File: src/rtl/frogger_pkg.sv
// Shared definitions for the frogger switch interface: direction bit indices,
// chord FSM encodings and the system clock rate used to derive default timings.
package frogger_pkg;

  localparam int DIR_UP    = 0;
  localparam int DIR_DOWN  = 1;
  localparam int DIR_LEFT  = 2;
  localparam int DIR_RIGHT = 3;

  localparam int CLK_HZ = 25000000;

  typedef enum logic [1:0] {
    ST_IDLE  = 2'd0,
    ST_HOLD  = 2'd1,
    ST_FIRED = 2'd2
  } chord_state_t;

  function automatic logic is_onehot4(input logic [3:0] v);
    return (v != 4'd0) && ((v & (v - 4'd1)) == 4'd0);
  endfunction

endpackage

File: src/rtl/switch_debounce.sv
// One switch: 2-FF synchroniser followed by a debounce counter that accepts a
// new level only after it has been seen continuously for DEBOUNCE_CYCLES cycles.
module switch_debounce
  import frogger_pkg::*;
#(
  parameter int DEBOUNCE_CYCLES = CLK_HZ / 100
) (
  input  logic clk,
  input  logic reset,
  input  logic i_raw,
  output logic o_level
);

  localparam int CW = (DEBOUNCE_CYCLES > 1) ? $clog2(DEBOUNCE_CYCLES) : 1;
  localparam logic [CW-1:0] CNT_LAST = CW'(DEBOUNCE_CYCLES - 1);

  logic          r_meta;
  logic          r_sync;
  logic          r_stable;
  logic [CW-1:0] r_cnt;

  always_ff @(posedge clk or posedge reset) begin
    if (reset) begin
      r_meta   <= 1'b0;
      r_sync   <= 1'b0;
      r_stable <= 1'b0;
      r_cnt    <= '0;
    end else begin
      r_meta <= i_raw;
      r_sync <= r_meta;
      // Any sample matching the accepted level restarts the qualification window
      if (r_sync == r_stable) begin
        r_cnt <= '0;
      end else if (r_cnt == CNT_LAST) begin
        r_stable <= r_sync;
        r_cnt    <= '0;
      end else begin
        r_cnt <= r_cnt + CW'(1);
      end
    end
  end

  assign o_level = r_stable;

endmodule

File: src/rtl/switch_input_decoder.sv
// Debounced switch levels, single-press move pulses and the four-switch game-reset chord.
// Optional AUTOREPEAT_EN adds repeat pulses while one switch stays held.
module switch_input_decoder
  import frogger_pkg::*;
#(
  parameter int DEBOUNCE_CYCLES   = CLK_HZ / 100,
  parameter int COMBO_HOLD_CYCLES = CLK_HZ / 2,
  parameter int REPEAT_DELAY      = (CLK_HZ / 10) * 3,
  parameter int REPEAT_PERIOD     = (CLK_HZ / 20) * 3
) (
  input  logic       clk,
  input  logic       reset,
  input  logic       switch1,
  input  logic       switch2,
  input  logic       switch3,
  input  logic       switch4,
  output logic       move_up,
  output logic       move_down,
  output logic       move_left,
  output logic       move_right,
  output logic       game_reset_req,
  output logic [3:0] sw_state
);

  localparam int HW = (COMBO_HOLD_CYCLES > 1) ? $clog2(COMBO_HOLD_CYCLES) : 1;
  localparam logic [HW-1:0] HOLD_LAST = HW'(COMBO_HOLD_CYCLES - 1);
  localparam logic [HW-1:0] HOLD_PRE  = HW'(COMBO_HOLD_CYCLES - 2);
  localparam bit            HOLD_ONE  = (COMBO_HOLD_CYCLES == 1);

  logic [3:0]    w_raw;
  logic [3:0]    w_level;
  logic [3:0]    w_rise;
  logic          w_single;
  logic          w_idle;
  logic          w_all;
  logic          w_none;
  logic          w_fire_next;
  logic          w_rep_pulse;
  logic [3:0]    w_move_next;

  logic [3:0]    r_level_d;
  logic [3:0]    r_move;
  logic          r_req;
  chord_state_t  r_state;
  logic [HW-1:0] r_hold_cnt;

  assign w_raw = {switch4, switch3, switch2, switch1};

  for (genvar gi = 0; gi < 4; gi++) begin : g_sw
    switch_debounce #(
      .DEBOUNCE_CYCLES(DEBOUNCE_CYCLES)
    ) u_debounce (
      .clk    (clk),
      .reset  (reset),
      .i_raw  (w_raw[gi]),
      .o_level(w_level[gi])
    );
  end

  assign w_rise   = w_level & ~r_level_d;
  assign w_single = is_onehot4(w_level);
  assign w_idle   = (r_state == ST_IDLE);
  assign w_all    = (w_level == 4'hF);
  assign w_none   = (w_level == 4'h0);

  // The request is registered one cycle early so it coincides with the terminal hold count
  assign w_fire_next = HOLD_ONE ? (w_idle && w_all)
                                : ((r_state == ST_HOLD) && w_all && (r_hold_cnt == HOLD_PRE));

`ifdef AUTOREPEAT_EN
  localparam int RMAX = (REPEAT_DELAY > REPEAT_PERIOD) ? REPEAT_DELAY : REPEAT_PERIOD;
  localparam int RW   = (RMAX > 1) ? $clog2(RMAX) : 1;
  localparam logic [RW-1:0] DELAY_LAST  = RW'(REPEAT_DELAY - 1);
  localparam logic [RW-1:0] PERIOD_LAST = RW'(REPEAT_PERIOD - 1);

  logic [RW-1:0] r_rep_cnt;
  logic          r_rep_first;
  logic          w_rep_hit;
  logic          w_rep_run;

  assign w_rep_run   = w_single && w_idle && (w_rise == 4'h0);
  assign w_rep_hit   = r_rep_first ? (r_rep_cnt == DELAY_LAST) : (r_rep_cnt == PERIOD_LAST);
  assign w_rep_pulse = w_rep_run && w_rep_hit;

  always_ff @(posedge clk or posedge reset) begin
    if (reset) begin
      r_rep_cnt   <= '0;
      r_rep_first <= 1'b1;
    end else if (!w_rep_run) begin
      r_rep_cnt   <= '0;
      r_rep_first <= 1'b1;
    end else if (w_rep_hit) begin
      r_rep_cnt   <= '0;
      r_rep_first <= 1'b0;
    end else begin
      r_rep_cnt <= r_rep_cnt + RW'(1);
    end
  end
`else
  assign w_rep_pulse = 1'b0;
`endif

  always_comb begin
    w_move_next = 4'h0;
    if (w_idle && w_single && ((w_rise != 4'h0) || w_rep_pulse)) begin
      w_move_next = w_level;
    end
  end

  always_ff @(posedge clk or posedge reset) begin
    if (reset) begin
      r_state    <= ST_IDLE;
      r_hold_cnt <= '0;
      r_req      <= 1'b0;
      r_level_d  <= 4'h0;
      r_move     <= 4'h0;
    end else begin
      r_level_d <= w_level;
      r_move    <= w_move_next;
      r_req     <= w_fire_next;
      case (r_state)
        ST_IDLE: begin
          if (w_all) begin
            r_state    <= ST_HOLD;
            r_hold_cnt <= '0;
          end
        end
        ST_HOLD: begin
          if (r_hold_cnt == HOLD_LAST) begin
            r_state <= ST_FIRED;
          end else if (!w_all) begin
            r_state <= ST_IDLE;
          end else begin
            r_hold_cnt <= r_hold_cnt + HW'(1);
          end
        end
        ST_FIRED: begin
          // Re-arm only after a full release so one chord yields one request
          if (w_none) r_state <= ST_IDLE;
        end
        default: r_state <= ST_IDLE;
      endcase
    end
  end

  assign move_up        = r_move[DIR_UP];
  assign move_down      = r_move[DIR_DOWN];
  assign move_left      = r_move[DIR_LEFT];
  assign move_right     = r_move[DIR_RIGHT];
  assign game_reset_req = r_req;
  assign sw_state       = w_level;

endmodule

File: config.mk
export PLATFORM = sky130hd
export DESIGN_NAME = switch_input_decoder
export DESIGN_NICKNAME = d
export VERILOG_FILES = /design/src/rtl/frogger_pkg.sv /design/src/rtl/switch_debounce.sv /design/src/rtl/switch_input_decoder.sv
export SDC_FILE = /design/constraint.sdc
export NUM_CORES = 1
export LEC_CHECK = 0
export BUFFER_PORTS_ARGS = -buffer_cell sky130_fd_sc_hd__buf_2
export CAP_MARGIN = 20
export CORE_ASPECT_RATIO = 0.7
export CORE_UTILIZATION = 65
export CTS_CLUSTER_DIAMETER = 50
export DETAILED_ROUTE_END_ITERATION = 10
export MAX_ROUTING_LAYER = met4
export PLACE_DENSITY_LB_ADDON = 0.3
export SLEW_MARGIN = 0
export SYNTH_ARGS = -nofsm -noshare
export SYNTH_HDL_FRONTEND = slang
export SYNTH_SLANG_ARGS = --single-unit
export TNS_END_PERCENT = 30
File: constraint.sdc
create_clock -name clk -period 5.4 [get_ports clk]
set_input_delay 0.27 -clock clk [delete_from_list [all_inputs] [get_ports clk]]
set_output_delay 0.27 -clock clk [all_outputs]
set_load 0.01 [all_outputs]
Word-level counts from Yosys, hierarchy flattened --
Index checks and enable logic that the tools add are counted.
Cells by class: add/subtract/negate cells 6, equal/unequal tests 18, muxes and demuxes 18, bitwise gates (word level) 7, reductions and logical operators 17
Operators by type and width (number):
- two-way mux 18 bit | 8
- adder 18 x 1 -> 18 bit, second input constant | 4
- equality test 18 bit, second input constant | 4
- two-way mux 24 bit | 3
- equality test 24 bit, second input constant | 2
- one-hot mux 24 bit (2 select lines) | 1
- adder 24 x 1 -> 24 bit, second input constant | 1
- bitwise AND 4 bit | 2
- zero test 4 bit | 2
- two-way mux 2 bit | 4
- AND reduction 2 bit | 4
- nonzero test 4 bit | 2
- inequality test 2 bit, second input constant | 3
- one-hot mux 2 bit (3 select lines) | 1
- logical AND 1 bit | 5
- equality test 1 bit | 4
- equality test 4 bit, second input constant | 1
- two-way mux 4 bit | 1
- inverter 1 bit | 4
- inverter 4 bit | 1
- AND reduction 4 bit | 1
- subtractor 4 x 1 -> 4 bit, second input constant | 1
- inequality test 3 x 2 -> 1 bit, second input constant | 1
- AND reduction 3 bit | 1
- other kinds (5) | 5
Word-level totals: bits in registers 119, input port bits 6, output and inout port bits 9, logic and storage cells 87

Depth between registers and ports, before layout --
depth in word-level cells 7, gate-level depth with buffers 8, gate-level depth less buffers 6

Cells and area by module --
A second synthesis with hierarchy kept.
Unflattened totals: cell total of the unflattened synthesis 588, area total of the unflattened synthesis 5943.2 um^2
By module, submodules not included:
- switch_debounce | times used 4, cells each 95, area each 1012.2 um^2, seq. area each 525.5 um^2
- switch_input_decoder | times used 1, cells each 208, area each 1894.3 um^2, seq. area each 875.8 um^2

Least setup slack after synthesis --
No wires, ideal clock.
path type register to register, start point register r_hold_cnt[7], end point register r_hold_cnt[6], library setup time 0.110 ns, arrival time 1.820 ns, required time 5.290 ns, path slack 3.470 ns, stages on the path, launching flop included 8, buffers on the path 2, period minus slack after synthesis 1.930 ns, cell sequence dfrtp_1 > clkbuf_2 > nor4b_1 > nand4b_1 > o41ai_4 > buf_4 > o21ai_1 > o41ai_1
Between the ends: word-level cells in the longest chain between the ends 3
RTL lines:
- start: declaration | line switch_input_decoder.sv:45 | logic [HW-1:0] r_hold_cnt;
- start signal: assignment | line switch_input_decoder.sv:134 | r_hold_cnt <= r_hold_cnt + HW'(1);
- equality test 24 bit | line switch_input_decoder.sv:129 | if (r_hold_cnt == HOLD_LAST) begin
- inequality test 2 bit (no source line)
- AND reduction 4 bit (no source line)
Every way passes these cells. A chain may end at the register's enable or synchronous reset.

Worst setup path after layout --
start point register r_hold_cnt[7], end point register r_hold_cnt[9]
Between the ends: word-level cells in the longest chain between the ends 4, elaborated cells between the ends (all ways) 7, those cells by class 1 x add/sub; 2 x eq/ne; 3 x mux; 1 x reduce/logical
RTL lines:
- adder 24 x 1 -> 24 bit | line switch_input_decoder.sv:134
- two-way mux 24 bit | line switch_input_decoder.sv:131 | end else if (!w_all) begin
- two-way mux 24 bit | line switch_input_decoder.sv:129
- one-hot mux 24 bit (2 select lines) | line switch_input_decoder.sv:121 | case (r_state)
Parallel ways exist; a longest one is shown, timed or not. The select of a mux whose other input is x is not followed.

==> impl_metrics.yaml <==
run_status:
  status: "complete, no violations"
run:
  maxCapViolations: 0
synthesis:
  synth_nets: 593
  syn-cell-area_mm2: 0.005695
  synthCells: 581
  ys_ff_latch: 119
  synth-main-ff-cell: "dfrtp_1"
  synth_edf_count: 0
  ys_async_sr_fraction_pct: 100.0
  synth_warnings: 0
  ys_seq_area_share_pct: 52.28
  synth_cell_types: 48
  avgSynthCellArea_um2: 9.803
pwr:
  p_leak_nw: 2.734
  power_mw: 2.147
  power_density_mw_per_mm2: 331.4
  peakVddDrop_v: 0.0002097
grt:
  groute.usage.overall_pct: 29.56
  grt_remaining_overflow: 0
  grt_max_degree: 77
  grt_pass1_wl_mm: 19.76
  grt_pass1_vias: 4090
  antenna_found_initial: 0
detailed_routing:
  drc: 0
  antenna_left: 0
  routedWlPerCell_um: 16.14
  routed_wl_mm: 11.75
  dr.pass1.iters: 5
  drtIter0Drc: 275
  vias: 4310
  via_per_inst: 5.920
floorplanning:
  die_area_mm2: 0.009146
  die_h_um: 80.32
  rows: 28
  die_w_um: 113.9
  initial_utilization_pct: 67.18
  pin_count: 15
  core_area_mm2: 0.008478
setup_path:
  cp.arrival_ns: 2.90
  r2r_end: "r_hold_cnt[9]"
  path_cells: "nor4b_1 -> nand4b_1 -> o41ai_4 -> inv_2 -> a31oi_1"
  rr_startpoint: "r_hold_cnt[7]"
  endpoint_kind: "flip-flop"
  rr_worst_depth: 5
  r2r_slack_ns: 2.83
  worstPathRequired_ns: 5.73
  cp_slowest_cell: "o41ai_4"
  path_delay_family: "compound AO/OA/AOI/OAI gates"
  start_kind: "flip-flop"
  path_max_fanout: 17
  slowest_delay_ns: 0.93
  worstSetupPathType: "flip-flop to flip-flop"
  cp_num_buf_inv: 1
placement:
  port_buffers: 14
  dp_hpwl_mm: 7.414
  globalplace.congestion: 0.8684
timing:
  hold_violations: 0
  worst_clock_skew_ns: 0.008380
  post-route-min-period_ns: 2.574
  rsz0062_at_grt: "false"
  finalCritPeriodShare_pct: 47.67
  fmax_mhz: 388.5
  slew_violations: 0
  setup_viol: 0
  worst_pin_slew_ns: 1.137
  relSlewSlack_pct: 22.27
  final.setup.tns_ns: 0
cells_and_area:
  layout_commonest_cell: "dfrtp_1"
  synthToLayoutAreaGrowth_pct: 13.75
  final_nets: 607
  drive_gt1_share_pct: 10.36
  layout_common_cells: "dfrtp_1 (119), nor2_1 (98), nand2_1 (42)"
  antenna_cells: 0
cts:
  clockBufferDepth: 2
  clkLatencyLatePin_ns: 0.42
  ctsRootBufferMaster: "clkbuf_16"
  clk_pin_slew_worst_paths_ns: 0.05
  cts_inserted_buffers: 17
  htreeDepth: 4
  cts_tree: "done"
  cts.sinks: 119
worst_hold_path:
  hold_class: "input pin to asynchronous set/reset pin"
[worst reg2reg max path, delay by kind of cell (launching register included)]
kind / cells / cell delay [ns]
and+or+nand+nor: 2 / 0.61
DFF: 1 / 0.46
buffers and inverters: 1 / 0.24
AOI/OAI and AO/OA: 2 / 1.18
[logic make-up (layout without fill, tap and decap cells)]
logic type / after synthesis / after routing / synth area share [%]
simple gates: 280 / 280 / 24.82
flops: 119 / 119 / 52.28
xor+xnor: 67 / 67 / 10.30
compound gates: 61 / 61 / 7.118
buf+inv: 44 / 71 / 3.361
fa+ha+maj: 6 / 6 / 1.318
mux: 4 / 4 / 0.7908
[Yosys cell counts (5+ instances only)]
master    instances  area, um^2
and3_1           11       68.82
nor4_1           15       93.84
a21oi_1          12       60.06
buf_4             5       37.54
ha_1              6       75.07
xor2_1           26       227.7
xnor2_1          41       359.1
a31oi_1          12       75.07
clkbuf_1         13       48.80
nor4b_1           6       52.55
nor3_1           12       60.06
inv_1            18       67.56
o21ai_0          11       55.05
buf_2             5       25.02
nand3_1          41       205.2
nand2_1          42       157.7
nor2_1           98       367.9
or2_2             6       37.54
dfrtp_1         119        2978
and4_1            8       70.07
nand4_1          19       118.9
o31ai_1          10       75.07
[report_power, final]
group / internal (mW) / leakage (nW) / switching, mW
Combinational: 0.0120 / 0.791 / 0.0317
Sequential: 0.903 / 1.63 / 0.00887
Clock: 0.806 / 0.308 / 0.385
Total: 1.72 / 2.73 / 0.426
[through the flow]
stage	worst slack, ns	instance area (um^2)	std cells	hold WS, ns	util [%]
2_1_floorplan	1.973	5695	581	0.3014	-
3_3_place_gp	3.027	5813	692	0.3354	68.57
3_5_place_dp	2.905	5813	692	0.3363	68.57
4_1_cts	2.869	6479	728	0.08490	76.42
5_1_grt	2.632	6479	728	0.1442	76.42
6_report	2.826	6479	728	0.05179	76.42
[worst max path at each step]
stage / start / to / slack, ns / cells after the start
3_3_place_gp: r_hold_cnt[7] / r_hold_cnt[7] / 3.03 / 5
3_5_place_dp: r_hold_cnt[7] / r_hold_cnt[12] / 2.90 / 5
2_1_floorplan: reset / g_sw[0].u_debounce.o_level / 1.97 / 1
5_1_grt: r_hold_cnt[7] / r_hold_cnt[11] / 2.63 / 5
4_1_cts: r_hold_cnt[7] / r_hold_cnt[9] / 2.87 / 5
6_report: r_hold_cnt[7] / r_hold_cnt[9] / 2.83 / 5
[repair_timing]
action / in CTS / in global routing
resized for setup: 0 / 0
hold buffers: 4 / 0
setup buffers: 0 / 0
endpoints found under the hold margin: 4 / 0
[sequential cells by signal, indices dropped and copies added, names as in the netlist]
name                     cells
g_sw.u_debounce.r_sync       4
g_sw.u_debounce.r_meta       4
r_hold_cnt                  24
g_sw.u_debounce.r_cnt       72
r_level_d                    4
game_reset_req               1
r_state                      2
r_move                       4
g_sw.u_debounce.o_level      4
[metal layers]
metal	track usage, %	vias up	routed length, um
li1	-	2051	-
met1	37.72	2100	5480
met2	44.02	128	5427
met3	9.585	31	592
met4	12.08	0	250
met5	-	-	0
[layout make-up]
class	instances	area (um^2)
Multi-Input combinational cell	418	2526
Clock buffer	24	481.7
Clock inverter	8	143.9
Timing Repair Buffer	20	125.1
Inverter	19	73.82
Fill cell	570	1999
Sequential cell	119	2978
Tap cell	120	150.1
Power figures use the tool's default switching activity.
